<file path="src/rtl/wts_slot_if.sv">
// Request/done handshake and MSX slot bus signals of the slot initiator.
// master = the initiator block, slave = host logic plus slot responder.
interface wts_slot_if;
  logic        req;
  logic        req_wr;
  logic [15:0] req_addr;
  logic [7:0]  req_wdata;
  logic        req_ready;
  logic        done;
  logic [7:0]  rdata;
  logic        timeout;
  logic        int_req;
  logic [15:0] slot_a;
  logic [7:0]  slot_d_out;
  logic        slot_d_oe;
  logic [7:0]  slot_d_in;
  logic        slot_nsltsl;
  logic        slot_nmerq;
  logic        slot_nrd;
  logic        slot_nwr;
  logic        slot_nwait;
  logic        slot_nint;

  modport master (
    input  req, req_wr, req_addr, req_wdata, slot_d_in, slot_nwait, slot_nint,
    output req_ready, done, rdata, timeout, int_req,
    output slot_a, slot_d_out, slot_d_oe, slot_nsltsl, slot_nmerq, slot_nrd, slot_nwr
  );

  modport slave (
    output req, req_wr, req_addr, req_wdata, slot_d_in, slot_nwait, slot_nint,
    input  req_ready, done, rdata, timeout, int_req,
    input  slot_a, slot_d_out, slot_d_oe, slot_nsltsl, slot_nmerq, slot_nrd, slot_nwr
  );
endinterface

</file>
<file path="src/rtl/wts_slot_master.sv">
// MSX slot bus initiator: one request becomes a Z80-style T1/T2/(Tw)*/T3 memory cycle.
// Handshake: a request is taken in any cycle with req=1 and req_ready=1; done pulses once per access.
module wts_slot_master #(
  parameter int TCLK     = 6,
  parameter int MAX_WAIT = 255
) (
  input  logic        clk,
  input  logic        reset,
  wts_slot_if.master  bus,
  output logic [2:0]  dbg_state
);
  localparam int          CW       = $clog2(TCLK);
  localparam logic [CW-1:0] TLAST    = CW'(TCLK - 1);
  localparam logic [CW-1:0] THALF    = CW'(TCLK / 2);
  localparam logic [CW-1:0] THALF_M1 = CW'(TCLK / 2 - 1);
  localparam logic [7:0]  MAXW     = 8'(MAX_WAIT);

  typedef enum logic [2:0] {S_IDLE, S_T1, S_T2, S_TW, S_T3} state_t;

  state_t        state_q, state_d;
  logic [CW-1:0] tcnt_q, tcnt_d;
  logic [7:0]    wcnt_q, wcnt_d;
  logic          wr_q, wr_d;
  logic          tout_q, tout_d;
  logic          nwait_s1_q, nwait_s1_d, nwait_s2_q, nwait_s2_d;
  logic          nint_s1_q, nint_s1_d, int_req_q, int_req_d;
  logic          req_ready_q, req_ready_d, done_q, done_d, timeout_q, timeout_d;
  logic [7:0]    rdata_q, rdata_d, slot_d_out_q, slot_d_out_d;
  logic [15:0]   slot_a_q, slot_a_d;
  logic          slot_d_oe_q, slot_d_oe_d;
  logic          nsltsl_q, nsltsl_d, nmerq_q, nmerq_d, nrd_q, nrd_d, nwr_q, nwr_d;
  logic          last, accept, bus_act;

  always_comb begin
    state_d    = state_q;
    tcnt_d     = tcnt_q;
    wcnt_d     = wcnt_q;
    wr_d       = wr_q;
    tout_d     = tout_q;
    last       = (tcnt_q == TLAST);
    accept     = (state_q == S_IDLE) && bus.req;
    nwait_s1_d = bus.slot_nwait;
    nwait_s2_d = nwait_s1_q;
    nint_s1_d  = bus.slot_nint;
    int_req_d  = ~nint_s1_q;
    case (state_q)
      S_IDLE: begin
        tcnt_d = '0;
        if (bus.req) begin
          state_d = S_T1;
          wr_d    = bus.req_wr;
        end
      end
      S_T1: begin
        wcnt_d = '0;
        tout_d = 1'b0;
        tcnt_d = last ? '0 : tcnt_q + 1'b1;
        if (last) state_d = S_T2;
      end
      S_T2, S_TW: begin
        tcnt_d = last ? '0 : tcnt_q + 1'b1;
        if (last) begin
          // Wait is sampled once per T-state, on its final clock.
          if (!nwait_s2_q) begin
            if (wcnt_q < MAXW) begin
              state_d = S_TW;
              wcnt_d  = wcnt_q + 8'd1;
            end else begin
              state_d = S_T3;
              tout_d  = 1'b1;
            end
          end else begin
            state_d = S_T3;
          end
        end
      end
      S_T3: begin
        tcnt_d = last ? '0 : tcnt_q + 1'b1;
        if (last) state_d = S_IDLE;
      end
      default: state_d = S_IDLE;
    endcase

    // Outputs are registered images of the state being entered.
    bus_act      = (state_d == S_T2) || (state_d == S_TW) ||
                   ((state_d == S_T3) && (tcnt_d < THALF));
    req_ready_d  = (state_d == S_IDLE);
    done_d       = (state_d == S_T3) && (tcnt_d == TLAST);
    timeout_d    = done_d ? tout_d : timeout_q;
    slot_a_d     = accept ? bus.req_addr : slot_a_q;
    slot_d_out_d = (accept && bus.req_wr) ? bus.req_wdata : slot_d_out_q;
    slot_d_oe_d  = wr_d && (state_d != S_IDLE);
    nsltsl_d     = ~bus_act;
    nmerq_d      = ~bus_act;
    nrd_d        = ~(bus_act && !wr_d);
    nwr_d        = ~(bus_act && wr_d);
    rdata_d      = rdata_q;
    if ((state_q == S_T3) && (tcnt_q == THALF_M1) && !wr_q) rdata_d = bus.slot_d_in;
  end

  always_ff @(posedge clk or posedge reset) begin
    if (reset) begin
      state_q      <= S_IDLE;
      tcnt_q       <= '0;
      wcnt_q       <= '0;
      wr_q         <= 1'b0;
      tout_q       <= 1'b0;
      nwait_s1_q   <= 1'b1;
      nwait_s2_q   <= 1'b1;
      nint_s1_q    <= 1'b1;
      int_req_q    <= 1'b0;
      req_ready_q  <= 1'b1;
      done_q       <= 1'b0;
      timeout_q    <= 1'b0;
      rdata_q      <= '0;
      slot_a_q     <= '0;
      slot_d_out_q <= '0;
      slot_d_oe_q  <= 1'b0;
      nsltsl_q     <= 1'b1;
      nmerq_q      <= 1'b1;
      nrd_q        <= 1'b1;
      nwr_q        <= 1'b1;
    end else begin
      state_q      <= state_d;
      tcnt_q       <= tcnt_d;
      wcnt_q       <= wcnt_d;
      wr_q         <= wr_d;
      tout_q       <= tout_d;
      nwait_s1_q   <= nwait_s1_d;
      nwait_s2_q   <= nwait_s2_d;
      nint_s1_q    <= nint_s1_d;
      int_req_q    <= int_req_d;
      req_ready_q  <= req_ready_d;
      done_q       <= done_d;
      timeout_q    <= timeout_d;
      rdata_q      <= rdata_d;
      slot_a_q     <= slot_a_d;
      slot_d_out_q <= slot_d_out_d;
      slot_d_oe_q  <= slot_d_oe_d;
      nsltsl_q     <= nsltsl_d;
      nmerq_q      <= nmerq_d;
      nrd_q        <= nrd_d;
      nwr_q        <= nwr_d;
    end
  end

  assign bus.req_ready   = req_ready_q;
  assign bus.done        = done_q;
  assign bus.rdata       = rdata_q;
  assign bus.timeout     = timeout_q;
  assign bus.int_req     = int_req_q;
  assign bus.slot_a      = slot_a_q;
  assign bus.slot_d_out  = slot_d_out_q;
  assign bus.slot_d_oe   = slot_d_oe_q;
  assign bus.slot_nsltsl = nsltsl_q;
  assign bus.slot_nmerq  = nmerq_q;
  assign bus.slot_nrd    = nrd_q;
  assign bus.slot_nwr    = nwr_q;
  assign dbg_state       = state_q;
endmodule

</file>
<file path="src/flat_wrapper.sv">
// flat-port wrapper written by rule: the top's interface ports become plain ports
module wts_slot_master_flat 
#(
  parameter int TCLK     = 6,
  parameter int MAX_WAIT = 255
)
  (clk, reset, dbg_state, bus_req, bus_req_wr, bus_req_addr, bus_req_wdata, bus_slot_d_in, bus_slot_nwait, bus_slot_nint, bus_req_ready, bus_done, bus_rdata, bus_timeout, bus_int_req, bus_slot_a, bus_slot_d_out, bus_slot_d_oe, bus_slot_nsltsl, bus_slot_nmerq, bus_slot_nrd, bus_slot_nwr);
  wts_slot_if bus_i ();
  input  logic clk;
  input  logic reset;
  output logic [2:0] dbg_state;
  input wire logic [$bits(bus_i.req)-1:0] bus_req;
  input wire logic [$bits(bus_i.req_wr)-1:0] bus_req_wr;
  input wire logic [$bits(bus_i.req_addr)-1:0] bus_req_addr;
  input wire logic [$bits(bus_i.req_wdata)-1:0] bus_req_wdata;
  input wire logic [$bits(bus_i.slot_d_in)-1:0] bus_slot_d_in;
  input wire logic [$bits(bus_i.slot_nwait)-1:0] bus_slot_nwait;
  input wire logic [$bits(bus_i.slot_nint)-1:0] bus_slot_nint;
  output wire logic [$bits(bus_i.req_ready)-1:0] bus_req_ready;
  output wire logic [$bits(bus_i.done)-1:0] bus_done;
  output wire logic [$bits(bus_i.rdata)-1:0] bus_rdata;
  output wire logic [$bits(bus_i.timeout)-1:0] bus_timeout;
  output wire logic [$bits(bus_i.int_req)-1:0] bus_int_req;
  output wire logic [$bits(bus_i.slot_a)-1:0] bus_slot_a;
  output wire logic [$bits(bus_i.slot_d_out)-1:0] bus_slot_d_out;
  output wire logic [$bits(bus_i.slot_d_oe)-1:0] bus_slot_d_oe;
  output wire logic [$bits(bus_i.slot_nsltsl)-1:0] bus_slot_nsltsl;
  output wire logic [$bits(bus_i.slot_nmerq)-1:0] bus_slot_nmerq;
  output wire logic [$bits(bus_i.slot_nrd)-1:0] bus_slot_nrd;
  output wire logic [$bits(bus_i.slot_nwr)-1:0] bus_slot_nwr;
  assign bus_i.req = bus_req;
  assign bus_i.req_wr = bus_req_wr;
  assign bus_i.req_addr = bus_req_addr;
  assign bus_i.req_wdata = bus_req_wdata;
  assign bus_i.slot_d_in = bus_slot_d_in;
  assign bus_i.slot_nwait = bus_slot_nwait;
  assign bus_i.slot_nint = bus_slot_nint;
  assign bus_req_ready = bus_i.req_ready;
  assign bus_done = bus_i.done;
  assign bus_rdata = bus_i.rdata;
  assign bus_timeout = bus_i.timeout;
  assign bus_int_req = bus_i.int_req;
  assign bus_slot_a = bus_i.slot_a;
  assign bus_slot_d_out = bus_i.slot_d_out;
  assign bus_slot_d_oe = bus_i.slot_d_oe;
  assign bus_slot_nsltsl = bus_i.slot_nsltsl;
  assign bus_slot_nmerq = bus_i.slot_nmerq;
  assign bus_slot_nrd = bus_i.slot_nrd;
  assign bus_slot_nwr = bus_i.slot_nwr;
  wts_slot_master #(.TCLK(TCLK), .MAX_WAIT(MAX_WAIT)) u_core (.clk(clk), .reset(reset), .bus(bus_i), .dbg_state(dbg_state));
endmodule
</file>
<file path="config.mk">
export PLATFORM = sky130hd
export DESIGN_NAME = wts_slot_master_flat
export DESIGN_NICKNAME = d
export VERILOG_FILES = /design/src/rtl/wts_slot_if.sv /design/src/rtl/wts_slot_master.sv /design/src/flat_wrapper.sv
export SDC_FILE = /design/constraint.sdc
export NUM_CORES = 1
export LEC_CHECK = 0
export ABC_AREA = 1
export CAP_MARGIN = 25
export CORE_ASPECT_RATIO = 0.9
export CORE_UTILIZATION = 46
export CTS_CLUSTER_DIAMETER = 200
export DETAILED_ROUTE_END_ITERATION = 10
export PLACE_DENSITY = 0.82
export SYNTH_ARGS = -nofsm -noshare
export SYNTH_HDL_FRONTEND = slang
export SYNTH_SLANG_ARGS = --single-unit
</file>
<file path="constraint.sdc">
create_clock -name clk -period 1.9 [get_ports clk]
set_input_delay 0.285 -clock clk [delete_from_list [all_inputs] [get_ports clk]]
set_output_delay 0.285 -clock clk [all_outputs]
set_load 0.05 [all_outputs]
</file>
# Word level (Yosys, flattened, before mapping)
# Cells that the tools add are included.
[word_totals] wordCells=79 regBits=59 out_inout_bits=44
[op_classes] muxes=19 addsub=2 bitwise=4 order_cmp=2 reduce_logical=20 n_eq_ne=13
[op_table] op="$mux 8" n=3
[op_table] op="$mux 3" n=7
[op_table] op="$pmux 8 s2" n=1
[op_table] op="$eq 3x2->1 const B" n=5
[op_table] op="$eq 3x3->1 const B" n=4
[op_table] op="$pmux 3 s4" n=1
[op_table] op="$logic_and 1x1->1" n=9
[op_table] op="$add 8x1->8 const B" n=1
[op_table] op="$lt 8x8->1 const B" n=1
[op_table] op="$logic_not 3->1" n=2
[op_table] op="$pmux 3 s2" n=1
[op_table] op="$mux 1" n=5
[op_table] op="$ne 2x1->1 const B" n=2
[op_table] op="$not 1->1" n=4
[op_table] op="$reduce_and 4->1" n=1
[op_table] op="$reduce_or 4->1" n=1
[op_table] op="$add 3x1->3 const B" n=1
[op_table] op="$eq 3x1->1 const B" n=1
[op_table] op="$lt 3x2->1 const B" n=1
[op_table] op="$reduce_bool 3->1" n=1
[op_table] op="$logic_not 1->1" n=2
[op_table] op="$logic_or 1x1->1" n=2
[op_table] op="$ne 2x2->1 const B" n=1
[op_table] op="$pmux 1 s2" n=1
[op_table] op="2 further kinds" n=2

# Depth between registers and ports, before layout
# Gate-level depths: netlist (run 1).
[depth] word_depth=10 depth_mapped=11 mapped_depth_nobuf=11

# Worst setup path before layout (run 1)
# Ideal clock, no wire load.
[synth_timing] path_type="register -> register" startpoint="reg u_core.state_q[1], in the netlist u_core.dbg_state[1]" endpoint="reg u_core.rdata_q[0], in the netlist u_core.bus.rdata[0]" required_ps=1775 arrival_time_ps=1552 setup_ps=125 stages_incl_launch_ff=6 period_less_slack_ps=1677 path_slack_ps=223 cell_sequence="dfrtp_1 -> nor2_4 -> nand2_2 -> nor3_4 -> nand2_4 -> mux2_4"
[synth_via] elab_chain_cells=3
[synth_lines] item="from (decl)" line_no="wts_slot_master.sv:20" source="state_t state_q, state_d;"
[synth_lines] item="from (signal assigned)" line_no="wts_slot_master.sv:124" source="state_q <= state_d;"
[synth_lines] item="$eq 3x3->1" line_no="wts_slot_master.sv:98" source="if ((state_q == S_T3) && (tcnt_q == THALF_M1) && !wr_q) rdata_d = bus.slot_d_in;"
[synth_lines] item="$logic_and 1x1->1 (2 in a row)" line_no="wts_slot_master.sv:98"
[synth_lines] item="to (signal assigned)" line_no="wts_slot_master.sv:136" source="rdata_q <= rdata_d;"
[synth_lines] item="to (decl)" line_no="wts_slot_master.sv:28" source="logic [7:0] rdata_q, rdata_d, slot_d_out_q, slot_d_out_d;"
# Every way passes these cells.
# A chain may end at the register's enable or synchronous reset.

# Worst setup path in the final report (run 1)
[layout_timing] startpoint="reg u_core.slot_a_q[9], in the netlist u_core.bus.slot_a[9]" endpoint="out bus_slot_a[9]"
[layout_lines] item="from (decl)" line_no="wts_slot_master.sv:29" source="logic [15:0] slot_a_q, slot_a_d;"
[layout_lines] item="from (signal assigned)" line_no="wts_slot_master.sv:137" source="slot_a_q <= slot_a_d;"
[layout_lines] item="to (decl)" line_no="flat_wrapper.sv:24" source="output wire logic [$bits(bus_i.slot_a)-1:0] bus_slot_a;"
# No word-level cell between the ends.

==> flow_summary.toml, run 1 <==
[critical_path]
end_kind = "primary output"
ff2ff_setup_slack_ns = 0.26
cp_data_required_time_ns = 1.62
slowest_stage = "clkdlybuf4s50_1"
cp.arrival_ns = 1.51
timing.rr.end = "u_core.wcnt_q[0]"
critPathKind = "reg2out"
cp-startpoint = "u_core.bus.slot_a[9]"
r2r_start = "u_core.wcnt_q[0]"
critPathBufInv = 1
worst_setup_path_start_kind = "register"
critical_path.top_delay_family = "buffers and inverters"
cp_max_fo = 2
worstPathCellList = "clkdlybuf4s50_1"
worst_r2r_path_depth = 9
crit_path_max_incr_delay_ns = 0.81

[timing]
slew_violations = 0
layout_setup_ws_ns = 0.107
rsz0062_at_grt = "no"
post-route-min-period_ns = 1.79
finalCritPeriodShare_pct = 94.4
setup_violations = 0
tightest_slew_ns = 0.514
skew_ns = 0.00576
slew_headroom_pct = 65.7
setup_tns_ns = 0
fmax_mhz = 558
hold_viol_final = 0

[synth]
syn_area_per_cell_um2 = 9.46
netlist_area_mm2 = 0.00256
synth_top_area_cell = "dfrtp_1"
synth_edf_count = 0
synth_common_cells = "nand2_1 (112), dfrtp_1 (52), inv_1 (19)"
synth_most_common_cell = "nand2_1"
synthCells = 271
synth-main-ff-cell = "dfrtp_1"
syn-num-nets = 310
ys_warn_count = 0
synth.top_cell.area_share_pct = 50.7
async_flop_share_pct = 100
ys_seq_elements = 59
synth_area_leaders = "dfrtp_1 (51%), nand2_1 (16%), dfstp_2 (7.2%)"
yosysUniqueCellTypes = 29
yosysSeqAreaShare_pct = 57.9

[place]
dp_slack_ns = 0.286
post_dp_cell_area_mm2 = 0.00347
place_congestion = 0.854
portBuffers = 81
dp.final_hpwl_um = 4060

[routing]
drcViolationCount = 0
wl_um = 5460
antenna_left = 0
viasPerCell = 4.74
dr.pass1.iters = 4
num_vias = 2066
wl_per_cell_um = 12.5
drtIter0Drc = 131

[clock_tree]
clock_latency_ns = 0.33
post_cts_buffers = 0
cts_resized = 0
cts_made_buffers = 9
clock_path_buffers = 2
cts_root_buf = "clkbuf_8"
cts.clk_slew.worst_paths_ns = 0.06
h-tree-depth = 3
cts.sinks = 59
tritoncts = "done"
holdBufCountCts = 0

[power_and_ir_drop]
switching_power_mw = 2.53
seqPwrFrac_pct = 33.0
pwr-share-clk_pct = 19.9
switching_share_pct = 44.5
ir_worst_vdd_v = 0.00105
intPower_mw = 3.16
p_per_area_mw_per_mm2 = 1550
comb_power_share_pct = 47.1
p_leak_nw = 1.82
p_total_mw = 5.69

[worst_hold_path]
hp-class = "in2async"

[cells_and_area]
layout-drive-gt1-share_pct = 19.5
antenna_cells = 0
fin_area_mm2 = 0.00366
layout.nets = 403
areaGrowthSynthToFinish_pct = 42.8
utilization_pct = 68.9

[job]
maxCapViolCount = 0

[floorplan]
dieArea_mm2 = 0.00588
ios = 82
start_util_pct = 48.2
die_w_um = 80.7
core_mm2 = 0.00532
rows = 25
die_h_um = 72.8

[global_route]
grt.total_usage_pct = 21.1
antenna_found_initial = 0
grt_pass1_wl_um = 9040
grt-ovfl-total = 0
grt_max_degree = 33
grt_pass1_vias = 2030

[status]
status = "finished, final reports clean"
[logic make-up (layout without fill, tap and decap cells)]
family	after synthesis	after routing	synth area share (%)
mux	8	8	4.68
xor+xnor	2	2	0.683
simple gates	154	154	27.5
flops	59	59	57.9
fa+ha+maj	1	1	0.488
compound gates	15	15	3.90
buf+inv	32	130	4.88
[stage by stage]
step	instances	hold slack (ns)
finish	436	0.239
global route	436	0.239
CTS	436	0.241
detailed placement	420	0.350
global placement	420	0.349
floorplan	271	0.289
[power by group through the flow]
stage          clock [mW]  combinational (mW)  sequential (mW)
2_1_floorplan           0               0.748             2.93
3_3_place_gp            0                2.63             1.89
3_5_place_dp            0                2.69             1.88
4_1_cts              1.16                2.69             1.88
5_1_grt              1.22                2.86             1.92
6_report             1.13                2.68             1.88
[flip-flops by register name, summed over array words and instances (netlist names)]
name	flops
u_core.dbg_state	3
u_core.nwait_s1_q	1
u_core.wr_q	1
u_core.bus.timeout	1
u_core.bus.slot_nsltsl	1
u_core.wcnt_q	8
u_core.nint_s1_q	1
u_core.bus.slot_nwr	1
u_core.bus.done	1
u_core.bus.req_ready	1
u_core.bus.rdata	8
u_core.tcnt_q	3
u_core.bus.slot_nrd	1
u_core.nwait_s2_q	1
u_core.bus.slot_a	16
u_core.bus.slot_d_out	8
u_core.tout_q	1
u_core.bus.slot_d_oe	1
u_core.bus.int_req	1
[worst max path at each step]
stage,end,slack (ns),cells after the start
final,bus_slot_a[9],0.11,1
after global routing,bus_timeout,0.05,1
after CTS,bus_slot_a[9],0.1,1
after detailed placement,u_core.wcnt_q[0],0.29,9
after global placement,u_core.wcnt_q[0],0.36,9
after floorplan,u_core.bus.done,0.17,1
[metal layers]
| metal | track usage, % | share of wire, % | vias to the layer above |
|---|---|---|---|
| met4 | 10.5 | 1.9 | 0 |
| met5 | 0 | 0 | - |
| met2 | 33.0 | 47 | 79 |
| met1 | 25.8 | 44 | 942 |
| met3 | 7.88 | 7.2 | 11 |
| li1 | - | - | 1034 |
[cells in the final DEF (no fill, tap or decap)]
master	netlist	layout
nand2_1	112	112
clkdlybuf4s50_1	0	73
dfrtp_1	52	52
inv_1	19	18
nand3_1	13	13
inv_2	10	11
clkbuf_8	0	11
buf_4	1	11
mux2_4	8	8
dfstp_2	7	7
nand2_2	6	6
o21ai_1	6	6
nand4_1	6	6
nor2_1	5	5
nand2_4	3	3
a21oi_1	3	3
clkbuf_1	1	3
nor2_4	2	2
nor2_2	2	2
nor3_4	2	2
xor2_1	2	2
o21ai_2	2	2
nand3_2	1	1
a21oi_4	1	1
or2_2	1	1
o21ai_0	1	1
o21bai_1	1	1
nand3b_1	1	1
a31o_2	1	1
ha_1	1	1
clkinv_2	0	1
bufinv_16	0	1
buf_12	0	1
[final cells by class]
cell class	instances	area, um^2
Tap cell	67	83.8
Multi-Input combinational cell	180	955
Sequential cell	59	1490
Clock buffer	14	163
Fill cell	435	1650
Timing Repair Buffer	85	833
Inverter	29	109
Clock inverter	2	35.0
(Power assumes the default switching activity.)
==> run 2: changes to the inputs <==
Settings changed: PLACE_DENSITY 0.82 to 0.81.
==> run 2 against run 1 <==
Count of clock-buffer cells in the layout down 2. Clock power about the same. Via count up 3.1%. Critical endpoint is now bus_slot_a[12]. Combinational power about the same. Register-to-register slack worse by 0.02 ns. Total power up 0.13%. Largest power group unchanged.
==> flow_summary.toml, run 2 (synthesized netlist as in run 1, its figures left out) <==
[timing]
finalCritPeriodShare_pct = 95.2
slew_violations = 0
rsz0062_at_grt = "no"
slew_headroom_pct = 64.9
skew_ns = 0.00997
hold_viol_final = 0
tightest_slew_ns = 0.525
setup_violations = 0
setup_tns_ns = 0
post-route-min-period_ns = 1.81
fmax_mhz = 553

[cells_and_area]
layout-drive-gt1-share_pct = 19.8
stdcell_count = 436
multi_input_comb_area_um2 = 955
mostFrequentLayoutCells = "nand2_1 (112), clkdlybuf4s50_1 (73), dfrtp_1 (52)"
layout_commonest_cell = "nand2_1"
ff_latch_area_mm2 = 0.00149
largest_reg_flops = 16
layout.nets = 403
antenna_cells = 0
fill_cells = 417
areaGrowthSynthToFinish_pct = 43.2

[critical_path]
worst_setup_path_start_kind = "register"
cp_data_required_time_ns = 1.62
worstPathCellList = "clkdlybuf4s50_1"
critPathBufInv = 1
end_kind = "primary output"
critical_path.top_delay_family = "buffers and inverters"
crit_path_max_incr_delay_ns = 0.82
cp_max_fo = 2
slowest_stage = "clkdlybuf4s50_1"
cp.arrival_ns = 1.52
critPathKind = "reg2out"

[floorplan]
die_h_um = 72.8
rows = 25
ios = 82
core_mm2 = 0.00532
die_w_um = 80.7
dieArea_mm2 = 0.00588
start_util_pct = 48.2

[routing]
wl_um = 5790
drtIter0Drc = 150
antenna_left = 0
drcViolationCount = 0
num_vias = 2130
viasPerCell = 4.89
dr.pass1.iters = 4
wl_per_cell_um = 13.3

[clock_tree]
tritoncts = "done"
h-tree-depth = 3
cts_root_buf = "clkbuf_8"
clock_path_buffers = 2
cts.sinks = 59
cts_resized = 0
post_cts_buffers = 0
cts_made_buffers = 9
cts.clk_slew.worst_paths_ns = 0.07
clock_latency_ns = 0.34
holdBufCountCts = 0

[global_route]
grt_pass1_vias = 2061
use_met3_pct = 8.38
grt_max_degree = 22
grtUsageMet2_pct = 35.6
grt-ovfl-total = 0
grt_pass1_wl_um = 9360
use_met1_pct = 25.7
globalRoute.busiestLayer = "met2"
grt.total_usage_pct = 21.6
antenna_found_initial = 0

[power_and_ir_drop]
p_leak_nw = 1.82
p_total_mw = 5.69
p_per_area_mw_per_mm2 = 1550
ir_worst_vdd_v = 0.00106

[place]
portBuffers = 81
place_congestion = 0.834
dp.final_hpwl_um = 4280
placed_cells = 420

[worst_hold_path]
hp-class = "in2async"

[job]
maxCapViolCount = 0

[status]
status = "finished, final reports clean"
## run 2: cell types whose count changed in the layout (fill, tap and decap cells not counted), sizes merged
cell | before | now
clkbuf | 14 | 12
clkinvlp | 0 | 2
## run 2: per-layer routing
metal	vias up	routed length, um
li1	1034	-
met1	1020	2450
met2	68	2870
met3	8	372
met4	0	95
met5	-	0
## run 2: path summary, 6_finish.rpt
| path | end | slack (ns) | depth (start not counted) | from |
|---|---|---|---|---|
| max | bus_slot_a[12] | 0.09 | 1 | u_core.bus.slot_a[12] |
| min | u_core.bus.slot_a[6] | 0.28 | 2 | reset |
| max reg2reg | u_core.wcnt_q[7] | 0.24 | 9 | u_core.wcnt_q[0] |
| min reg2reg | u_core.nwait_s2_q | 0.37 | 0 | u_core.nwait_s1_q |
| max in group asynchronous | u_core.nwait_s2_q | 1.07 | 3 | reset |
| min in group clk | u_core.nwait_s1_q | 0.35 | 1 | bus_slot_nwait |
## run 2: layout make-up
cell class | instances | share of cell area [%]
well taps | 67 | 2.28
inverters | 29 | 2.96
multi-input cells | 180 | 26.0
clock inverters | 4 | 1.36
clock buffers | 12 | 3.95
repair buffers | 85 | 23.0
flip-flops and latches | 59 | 40.4
## run 2: through the flow
step           hold WS (ns)  worst slack, ns  util (%)  instance area, um^2
5_1_grt               0.306           0.0444      69.1                 3670
4_1_cts               0.279           0.0790      69.1                 3670
6_report              0.277           0.0917      69.1                 3670
3_3_place_gp          0.348            0.359      65.4                 3480
3_5_place_dp          0.347            0.266      65.4                 3480
2_1_floorplan         0.289            0.170         -                 2560
## run 2: report_power, final
| group | switching, mW | total (mW) | internal, mW |
|---|---|---|---|
| clock network | 0.498 | 1.14 | 0.640 |
| logic | 1.83 | 2.68 | 0.851 |
| registers | 0.250 | 1.88 | 1.63 |
| total | 2.57 | 5.69 | 3.12 |
==> run 3: changes to the inputs <==
Settings changed: CORE_ASPECT_RATIO 0.9 to not set, GPL_ROUTABILITY_DRIVEN set to 0.
==> run 3 against run 2 <==
Register-to-register slack improved by 0.04 ns. Clock power shrank 4%. Combinational power barely moved. Total power is 0.89% lower. Critical endpoint is now bus_slot_a[1].
==> flow_summary.toml, run 3 (synthesized netlist as in run 1, its figures left out) <==
[status]
status = "finished, final reports clean"

[floorplan]
rows = 26
die_w_um = 76.7
core_mm2 = 0.00524
dieArea_mm2 = 0.00588
ios = 82
start_util_pct = 49.0
die_h_um = 76.7

[timing]
finalCritPeriodShare_pct = 95.2
holdWs_ns = 0.315
slew_headroom_pct = 65.4
tightest_slew_ns = 0.517
skew_ns = 0.00847
rsz0062_at_grt = "no"
layout_setup_ws_ns = 0.0914
setup_tns_ns = 0
hold_viol_final = 0
fmax_mhz = 553
post-route-min-period_ns = 1.81
slew_violations = 0
setup_violations = 0

[cells_and_area]
antenna_cells = 0
largest_reg_flops = 16
layout-drive-gt1-share_pct = 20.1
mostFrequentLayoutCells = "nand2_1 (112), clkdlybuf4s50_1 (73), dfrtp_1 (52)"
areaGrowthSynthToFinish_pct = 42.4
layout_commonest_cell = "nand2_1"
layout.nets = 402

[routing]
antenna_left = 0
viasPerCell = 4.71
num_vias = 2063
drtIter0Drc = 115
wl_per_cell_um = 12.5
dr.pass1.iters = 4
wl_um = 5480
drcViolationCount = 0

[clock_tree]
cts_root_buf = "clkbuf_8"
h-tree-depth = 3
cts.clk_slew.worst_paths_ns = 0.07
tritoncts = "done"
clock_latency_ns = 0.34
clock_path_buffers = 2
cts.sinks = 59
cts_made_buffers = 9
cts_resized = 0
post_cts_buffers = 0
holdBufCountCts = 0

[global_route]
grt-ovfl-total = 0
grt.total_usage_pct = 20.9
grt_pass1_wl_um = 9420
grt_pass1_vias = 2087
antenna_found_initial = 0
grt_max_degree = 60

[power_and_ir_drop]
seqPwrFrac_pct = 33.2
pwr-share-clk_pct = 19.5
comb_power_share_pct = 47.3
p_leak_nw = 1.81
intPower_mw = 3.08
ir_worst_vdd_v = 0.00125
switching_share_pct = 45.5
switching_power_mw = 2.57
p_per_area_mw_per_mm2 = 1550

[critical_path]
cp.arrival_ns = 1.52
slowest_stage = "clkdlybuf4s50_1"
critPathBufInv = 1
worstPathCellList = "clkdlybuf4s50_1"
critical_path.top_delay_family = "buffers and inverters"
crit_cells = 1
r2r_start = "u_core.wcnt_q[0]"
end_kind = "primary output"
worst_setup_path_start_kind = "register"
cp_max_fo = 2
critPathKind = "reg2out"
crit_path_max_incr_delay_ns = 0.81
worst_r2r_path_depth = 9
cp-startpoint = "u_core.bus.slot_a[1]"
cp_data_required_time_ns = 1.62

[worst_hold_path]
hp-class = "in2async"

[place]
dp.final_hpwl_um = 3830
portBuffers = 81
dp_slack_ns = 0.282

[job]
maxCapViolCount = 0
run 3: cell types whose count changed in the layout (fill, tap and decap cells not counted), sizes merged:
cell,change
clkinv,+3
clkbuf,-3
clkinvlp,-1
inv,+1
buf,-1
run 3: final timing paths:
kind	slack [ns]	endpoint
worst min-delay path	0.31	u_core.bus.int_req
min in group clk	0.35	u_core.nint_s1_q
max in group asynchronous	1.27	u_core.nwait_s2_q
worst max-delay path	0.09	bus_slot_a[1]
worst min register to register	0.36	u_core.nwait_s2_q
worst max register to register	0.28	u_core.wcnt_q[7]
run 3: area by class of cell:
cell class	count	area (um^2)
Multi-Input combinational cell	180	955
Clock buffer	9	124
Clock inverter	7	66.3
Sequential cell	59	1490
Timing Repair Buffer	84	826
Tap cell	70	87.6
Inverter	29	109
Fill cell	399	1590
run 3: through the flow:
stage | instance area [um^2] | utilization, % | std cells | total power [mW]
after global placement | 3460 | 66.1 | 422 | 4.52
after detailed placement | 3460 | 66.1 | 422 | 4.55
after floorplan | 2560 | - | 271 | 3.68
after global routing | 3650 | 69.7 | 438 | 5.95
after CTS | 3650 | 69.7 | 438 | 5.69
final | 3650 | 69.7 | 438 | 5.64
run 3: power by group through the flow:
stage          registers [mW]  logic (mW)  clock network [mW]
6_report                 1.87        2.67                1.10
5_1_grt                  1.92        2.86                1.17
4_1_cts                  1.88        2.70                1.12
3_5_place_dp             1.88        2.67                   0
3_3_place_gp             1.89        2.63                   0
2_1_floorplan            2.93       0.748                   0
run 3: per-layer routing:
metal	up-vias	wire [um]	part of all wire (%)	GRT usage [%]
met3	7	390	7.1	7.74
met5	-	0	0	0
met2	62	2710	49	33.3
li1	1032	-	-	-
met1	962	2310	42	25.2
met4	0	68	1.2	9.23
